File: src/rtl/seg7_pkg.sv
// seg7_pkg
//   Shared definitions for the memory-mapped 7-segment display peripheral:
//   register word offsets, CTRL field positions, reset constants and the
//   active-low hex-to-segment mapping.
//   Segment vectors are ordered {g,f,e,d,c,b,a}; a 0 bit lights the segment.
package seg7_pkg;

  // Register word offsets on the 2-bit address bus
  localparam logic [1:0] ADDR_DATA   = 2'd0;
  localparam logic [1:0] ADDR_CTRL   = 2'd1;
  localparam logic [1:0] ADDR_STATUS = 2'd2;

  // CTRL field positions
  localparam int CTRL_MASK_LSB = 0;   // [7:0]  digit_mask
  localparam int CTRL_DP_LSB   = 8;   // [15:8] dp_mask, 1 = dot lit
  localparam int CTRL_EN_BIT   = 16;  // global enable

  // Only the implemented CTRL bits are writable; the rest read as zero
  localparam logic [31:0] CTRL_WMASK = 32'h0001_FFFF;
  localparam logic [31:0] CTRL_RESET = 32'h0001_00FF;

  // Dark output values (active-low)
  localparam logic [7:0] AN_OFF    = 8'hFF;
  localparam logic [6:0] SEG_BLANK = 7'h7F;

  // Active-low hex digit to segment pattern, {g,f,e,d,c,b,a}
  function automatic logic [6:0] hex7seg(input logic [3:0] nib);
    logic [6:0] s;
    case (nib)
      4'h0:    s = 7'h40;
      4'h1:    s = 7'h79;
      4'h2:    s = 7'h24;
      4'h3:    s = 7'h30;
      4'h4:    s = 7'h19;
      4'h5:    s = 7'h12;
      4'h6:    s = 7'h02;
      4'h7:    s = 7'h78;
      4'h8:    s = 7'h00;
      4'h9:    s = 7'h10;
      4'hA:    s = 7'h08;
      4'hB:    s = 7'h03;
      4'hC:    s = 7'h46;
      4'hD:    s = 7'h21;
      4'hE:    s = 7'h06;
      4'hF:    s = 7'h0E;
      default: s = 7'h7F;
    endcase
    return s;
  endfunction

endpackage

File: src/rtl/seg7_hex_decoder.sv
// seg7_hex_decoder
//   Combinational hex nibble to active-low 7-segment pattern.
//   Ports:
//     nibble  in  4  hex digit value
//     seg     out 7  {g,f,e,d,c,b,a}, active-low
module seg7_hex_decoder
  import seg7_pkg::*;
(
  input  logic [3:0] nibble,
  output logic [6:0] seg
);

  assign seg = hex7seg(nibble);

endmodule

File: src/rtl/seg7_display_ctrl.sv
// seg7_display_ctrl
//   Memory-mapped 8-digit multiplexed 7-segment display controller.
//   A 32-bit DATA register is shown as 8 hex digits; a prescaler defines
//   the per-digit slot and the first BLANK_CYCLES of each slot keep all
//   anodes off to avoid ghosting between adjacent digits.
//   Ports:
//     clk, rst       clock, asynchronous active-high reset
//     en, we, addr   bus select, write strobe, word offset (DATA/CTRL/STATUS)
//     wdata, rdata   write data, combinational read data
//     an, seg, dp    registered active-low anode, segment and dot drives
module seg7_display_ctrl
  import seg7_pkg::*;
#(
  parameter int REFRESH_DIV  = 100000,
  parameter int BLANK_CYCLES = 1000
) (
  input  logic        clk,
  input  logic        rst,
  input  logic        en,
  input  logic        we,
  input  logic [1:0]  addr,
  input  logic [31:0] wdata,
  output logic [31:0] rdata,
  output logic [7:0]  an,
  output logic [6:0]  seg,
  output logic        dp
);

  localparam int            PW         = $clog2(REFRESH_DIV);
  localparam logic [PW-1:0] PRESC_LAST = PW'(REFRESH_DIV - 1);
  localparam logic [PW-1:0] BLANK_END  = PW'(BLANK_CYCLES);

  logic [31:0]   data_q, data_d;
  logic [31:0]   ctrl_q, ctrl_d;
  logic [PW-1:0] presc_q, presc_d;
  logic [2:0]    idx_q, idx_d;
  logic [7:0]    an_q, an_d;
  logic [6:0]    seg_q, seg_d;
  logic          dp_q, dp_d;

  logic [3:0]    nibble_s;
  logic [6:0]    dec_seg_s;
  logic [7:0]    digit_mask_s;
  logic [7:0]    dp_mask_s;
  logic          lit_s;

  assign digit_mask_s = ctrl_q[CTRL_MASK_LSB +: 8];
  assign dp_mask_s    = ctrl_q[CTRL_DP_LSB +: 8];
  assign nibble_s     = data_q[{idx_q, 2'b00} +: 4];

  seg7_hex_decoder u_dec (
    .nibble (nibble_s),
    .seg    (dec_seg_s)
  );

  // Register file write path
  always_comb begin
    data_d = data_q;
    ctrl_d = ctrl_q;
    if (en && we) begin
      case (addr)
        ADDR_DATA: data_d = wdata;
        ADDR_CTRL: ctrl_d = wdata & CTRL_WMASK;
        default: begin
          data_d = data_q;
          ctrl_d = ctrl_q;
        end
      endcase
    end else begin
      data_d = data_q;
      ctrl_d = ctrl_q;
    end
  end

  // Free-running slot prescaler and digit index; bus writes never disturb it
  always_comb begin
    presc_d = presc_q;
    idx_d   = idx_q;
    if (presc_q == PRESC_LAST) begin
      presc_d = '0;
      idx_d   = idx_q + 3'd1;
    end else begin
      presc_d = presc_q + PW'(1);
      idx_d   = idx_q;
    end
  end

  // Next output drive, derived from the current scan state and registers
  always_comb begin
    lit_s = (presc_q >= BLANK_END) && digit_mask_s[idx_q] && ctrl_q[CTRL_EN_BIT];
    an_d  = AN_OFF;
    seg_d = SEG_BLANK;
    dp_d  = 1'b1;
    if (lit_s) begin
      an_d  = ~(8'b1 << idx_q);
      seg_d = dec_seg_s;
      dp_d  = ~dp_mask_s[idx_q];
    end else begin
      an_d  = AN_OFF;
      seg_d = SEG_BLANK;
      dp_d  = 1'b1;
    end
  end

  // Read mux: zero unless this is a selected read
  always_comb begin
    rdata = 32'h0;
    if (en && !we) begin
      case (addr)
        ADDR_DATA:   rdata = data_q;
        ADDR_CTRL:   rdata = ctrl_q;
        ADDR_STATUS: rdata = {29'h0, idx_q};
        default:     rdata = 32'h0;
      endcase
    end else begin
      rdata = 32'h0;
    end
  end

  // State and output registers
  always_ff @(posedge clk or posedge rst) begin
    if (rst) begin
      data_q  <= 32'h0;
      ctrl_q  <= CTRL_RESET;
      presc_q <= '0;
      idx_q   <= 3'd0;
      an_q    <= AN_OFF;
      seg_q   <= SEG_BLANK;
      dp_q    <= 1'b1;
    end else begin
      data_q  <= data_d;
      ctrl_q  <= ctrl_d;
      presc_q <= presc_d;
      idx_q   <= idx_d;
      an_q    <= an_d;
      seg_q   <= seg_d;
      dp_q    <= dp_d;
    end
  end

  assign an  = an_q;
  assign seg = seg_q;
  assign dp  = dp_q;

endmodule

File: config.mk
export PLATFORM = sky130hd
export DESIGN_NAME = seg7_display_ctrl
export DESIGN_NICKNAME = d
export VERILOG_FILES = /design/src/rtl/seg7_pkg.sv /design/src/rtl/seg7_hex_decoder.sv /design/src/rtl/seg7_display_ctrl.sv
export SDC_FILE = /design/constraint.sdc
export NUM_CORES = 1
export LEC_CHECK = 0
export ABC_AREA = 1
export CORE_MARGIN = 1.5
export CORE_UTILIZATION = 23
export CTS_CLUSTER_SIZE = 28
export DETAILED_ROUTE_END_ITERATION = 8
export GPL_TIMING_DRIVEN = 0
export PLACE_DENSITY_LB_ADDON = 0.2
export SLEW_MARGIN = 40
export SYNTH_ARGS = -nofsm -noshare
export SYNTH_HDL_FRONTEND = slang
export SYNTH_SLANG_ARGS = --single-unit
File: constraint.sdc
create_clock -name clk -period 2.98 [get_ports clk]
set_input_delay 0.298 -clock clk [delete_from_list [all_inputs] [get_ports clk]]
set_output_delay 0.298 -clock clk [all_outputs]
set_load 0.02 [all_outputs]
==> impl_results.md <==
* TritonCTS clock tree: built
* RSZ-0062 raised after global routing: false
* Clock Power Share at 0.362
* Net switching power at 0.934 mW
* First DRT Iteration DRCs at 221
* Synth Register Bits at 85
* Crit start category: input port
* Min-Delay Path Class: input port to asynchronous set/reset pin
* Combinational power share at 0.182
* Htree depth at 3
* Via/cell ratio at 4.29
* Syn_nets at 673
* Area growth, synth to finish at 31.2%
* Total power at 3.02 mW
* Wire length of the first global-routing pass at 23400 µm
* Final Cycle Share at 0.953
* Grt ovf at 0
* Crit Path Category: input port to primary output
* Min cycle time layout at 2840 ps
* Crit end category: primary output
* Switching Share at 0.309
* Gate Count Post-Synth at 621
* Starting Density at 0.236
* Nets@finish at 769
* Vias in the first global route at 4348
* Sequential power share at 0.457
* TritonCTS buffer count at 9
* Slew @ Worst Pin at 705 ps
* FP Rows at 52
* Slew margin rel. at 0.526
* Synth cell types at 36
* RR Startpoint: idx_q[0]$_DFFE_PP0N_
* Post-synthesis sequential area ratio at 0.451
* FMAX at 352 MHz
* IO Port Bufs at 84
* Worst vdd rail ir drop at 0.000264 V
* Routed vias at 4253
* CTS root buf: clkbuf_16
* Leakage at 2.86 nW
* Post-CTS setup buffer count at 0
* Die Area at 21700 µm²
* Routability cong. at 0.852
* Final Hold Vio Count at 0
* Pwr dens at 481 nW/µm²
* Number of clock sinks at 85
* Clk Latency, worst-skew pair at 360 ps
* Final core occ at 0.309
* Setup violations, final at 0
* Max Slew Vio Count at 0
* Internal Pwr Total at 2.09 mW
* Drt drc at 0
* Critical Path RT at 2680 ps
* Mapped Area at 4780 µm²
* Core area at 20300 µm²
* Yosys warns at 0
* Clock Skew at 12.8 ps
* Max_cap viols at 0
* Critical Path AT at 2540 ps
* Status: complete, no violations
* Largest net degree at the start of global routing at 49
* Die width at 147 µm
* Cts repair resizes at 0
* # diodes at 0
* Beginning of the critical path: en
* Max FO, Critical Path at 10
* DRT Pass-1 Iters at 4
* Antenna violations before repair at 0
* Wire length per cell at 14.2 µm
* CTS hold repair buffers at 0
* Fin Setup TNS at 0 ps
* Die Y at 147 µm
* Worst hold slack at 318 ps
* Synthesized area per cell at 7.70 µm²
* Final Routed Wirelength at 14100 µm
* Clk pin slew, worst setup/hold paths at 70 ps
* Max clock buf depth at 2
* Gr usage total at 0.139
* Num ports at 86
* Share of cells above drive strength 1 at 0.125
* Antenna Nets Post-Route at 0
* Final HPWL DP at 10500 µm
==> layout make-up <==
| cell class | instances | area [µm²] |
|---|---|---|
| repair buffers | 85 | 868 |
| multi-input cells | 418 | 2120 |
| inverters | 92 | 353 |
| plain buffers | 26 | 158 |
| fillers | 2226 | 14000 |
| clock buffers | 9 | 225 |
| well taps | 270 | 338 |
| flip-flops and latches | 85 | 2160 |
| clock inverters | 7 | 58.8 |
==> stage by stage <==
step	setup WS, ps	cell area, µm²	cells
floorplan	530	4780	621
global placement	-1090	5960	975
detailed placement	179	6000	976
CTS	162	6280	992
global route	0.606	6280	992
finish	139	6280	992
==> worst max-delay path: stages <==
cell,delay [ps]
clkdlybuf4s50_1,480
inv_1,40
nor2_1,190
inv_1,80
buf_2,190
buf_1,270
a21oi_1,330
clkdlybuf4s50_1,660
==> cells in the mapped netlist, drive strengths merged <==
library cell / number / area, µm²
nand4: 9 / 71.3
dfstp: 25 / 657
inv: 92 / 348
xor2: 12 / 105
nor2: 52 / 215
o21ai: 39 / 210
nor3: 25 / 146
o211ai: 1 / 7.51
nand3: 57 / 310
nand2: 170 / 661
a32o: 2 / 20.0
clkbuf: 6 / 22.5
a21oi: 33 / 173
buf: 20 / 135
nor4: 2 / 12.5
dfrtp: 60 / 1500
a211oi: 1 / 7.51
or2: 1 / 6.26
ha: 14 / 175
==> cell usage in the layout, fill, tap and decap left out, drive strengths merged <==
master | synthesis | routed
nor3 | 25 | 25
nand4 | 9 | 9
inv | 92 | 94
nand3 | 57 | 57
clkinvlp | 0 | 2
clkdlybuf4s50 | 0 | 84
or2 | 1 | 1
clkbuf | 6 | 15
xor2 | 12 | 12
a32o | 2 | 2
clkinv | 0 | 3
nand2 | 170 | 170
ha | 14 | 14
nor4 | 2 | 2
buf | 20 | 21
o21ai | 39 | 39
dfstp | 25 | 25
o211ai | 1 | 1
a211oi | 1 | 1
a21oi | 33 | 33
dfrtp | 60 | 60
nor2 | 52 | 52
==> kinds of logic after synthesis <==
kind of cell | after synthesis | synth area share
flops | 85 | 0.451
xor+xnor | 12 | 0.0220
simple gates | 316 | 0.297
buf+inv | 118 | 0.106
fa+ha+maj | 14 | 0.0366
compound gates | 76 | 0.0873
==> power by group through the flow <==
stage	logic (mW)	clock network, mW	registers [mW]
6_report	0.548	1.09	1.38
5_1_grt	0.636	1.17	1.40
4_1_cts	0.553	1.13	1.38
3_5_place_dp	0.551	0	1.40
3_3_place_gp	0.542	0	1.40
2_1_floorplan	0.366	0	1.37
==> routing by layer <==
metal	up-vias	GRT usage	wire, µm	part of all wire
li1	2151	-	-	-
met1	1985	0.193	7010	0.50
met2	102	0.217	6290	0.45
met3	15	0.0323	609	0.043
met4	0	0.0340	169	0.012
met5	-	0	0	0
==> registers in the layout, summed over array words and instances, names as in the netlist <==
register	cells
an	8
seg	7
presc_q	17
dp	1
ctrl_q	17
data_q	32
idx_q	3
==> worst paths after layout <==
path	to	slack, ps	cells after the start
min in group clk	presc_q[14]$_DFF_PP0_	470	1
max in group asynchronous	ctrl_q[2]$_DFFE_PP1P_	2040	3
worst min-delay path	presc_q[14]$_DFF_PP0_	320	2
worst min register to register	presc_q[14]$_DFF_PP0_	470	1
worst max-delay path	rdata[14]	140	8
worst max register to register	seg[3]$_DFF_PP1_	910	12
(Power assumes the default switching activity.)
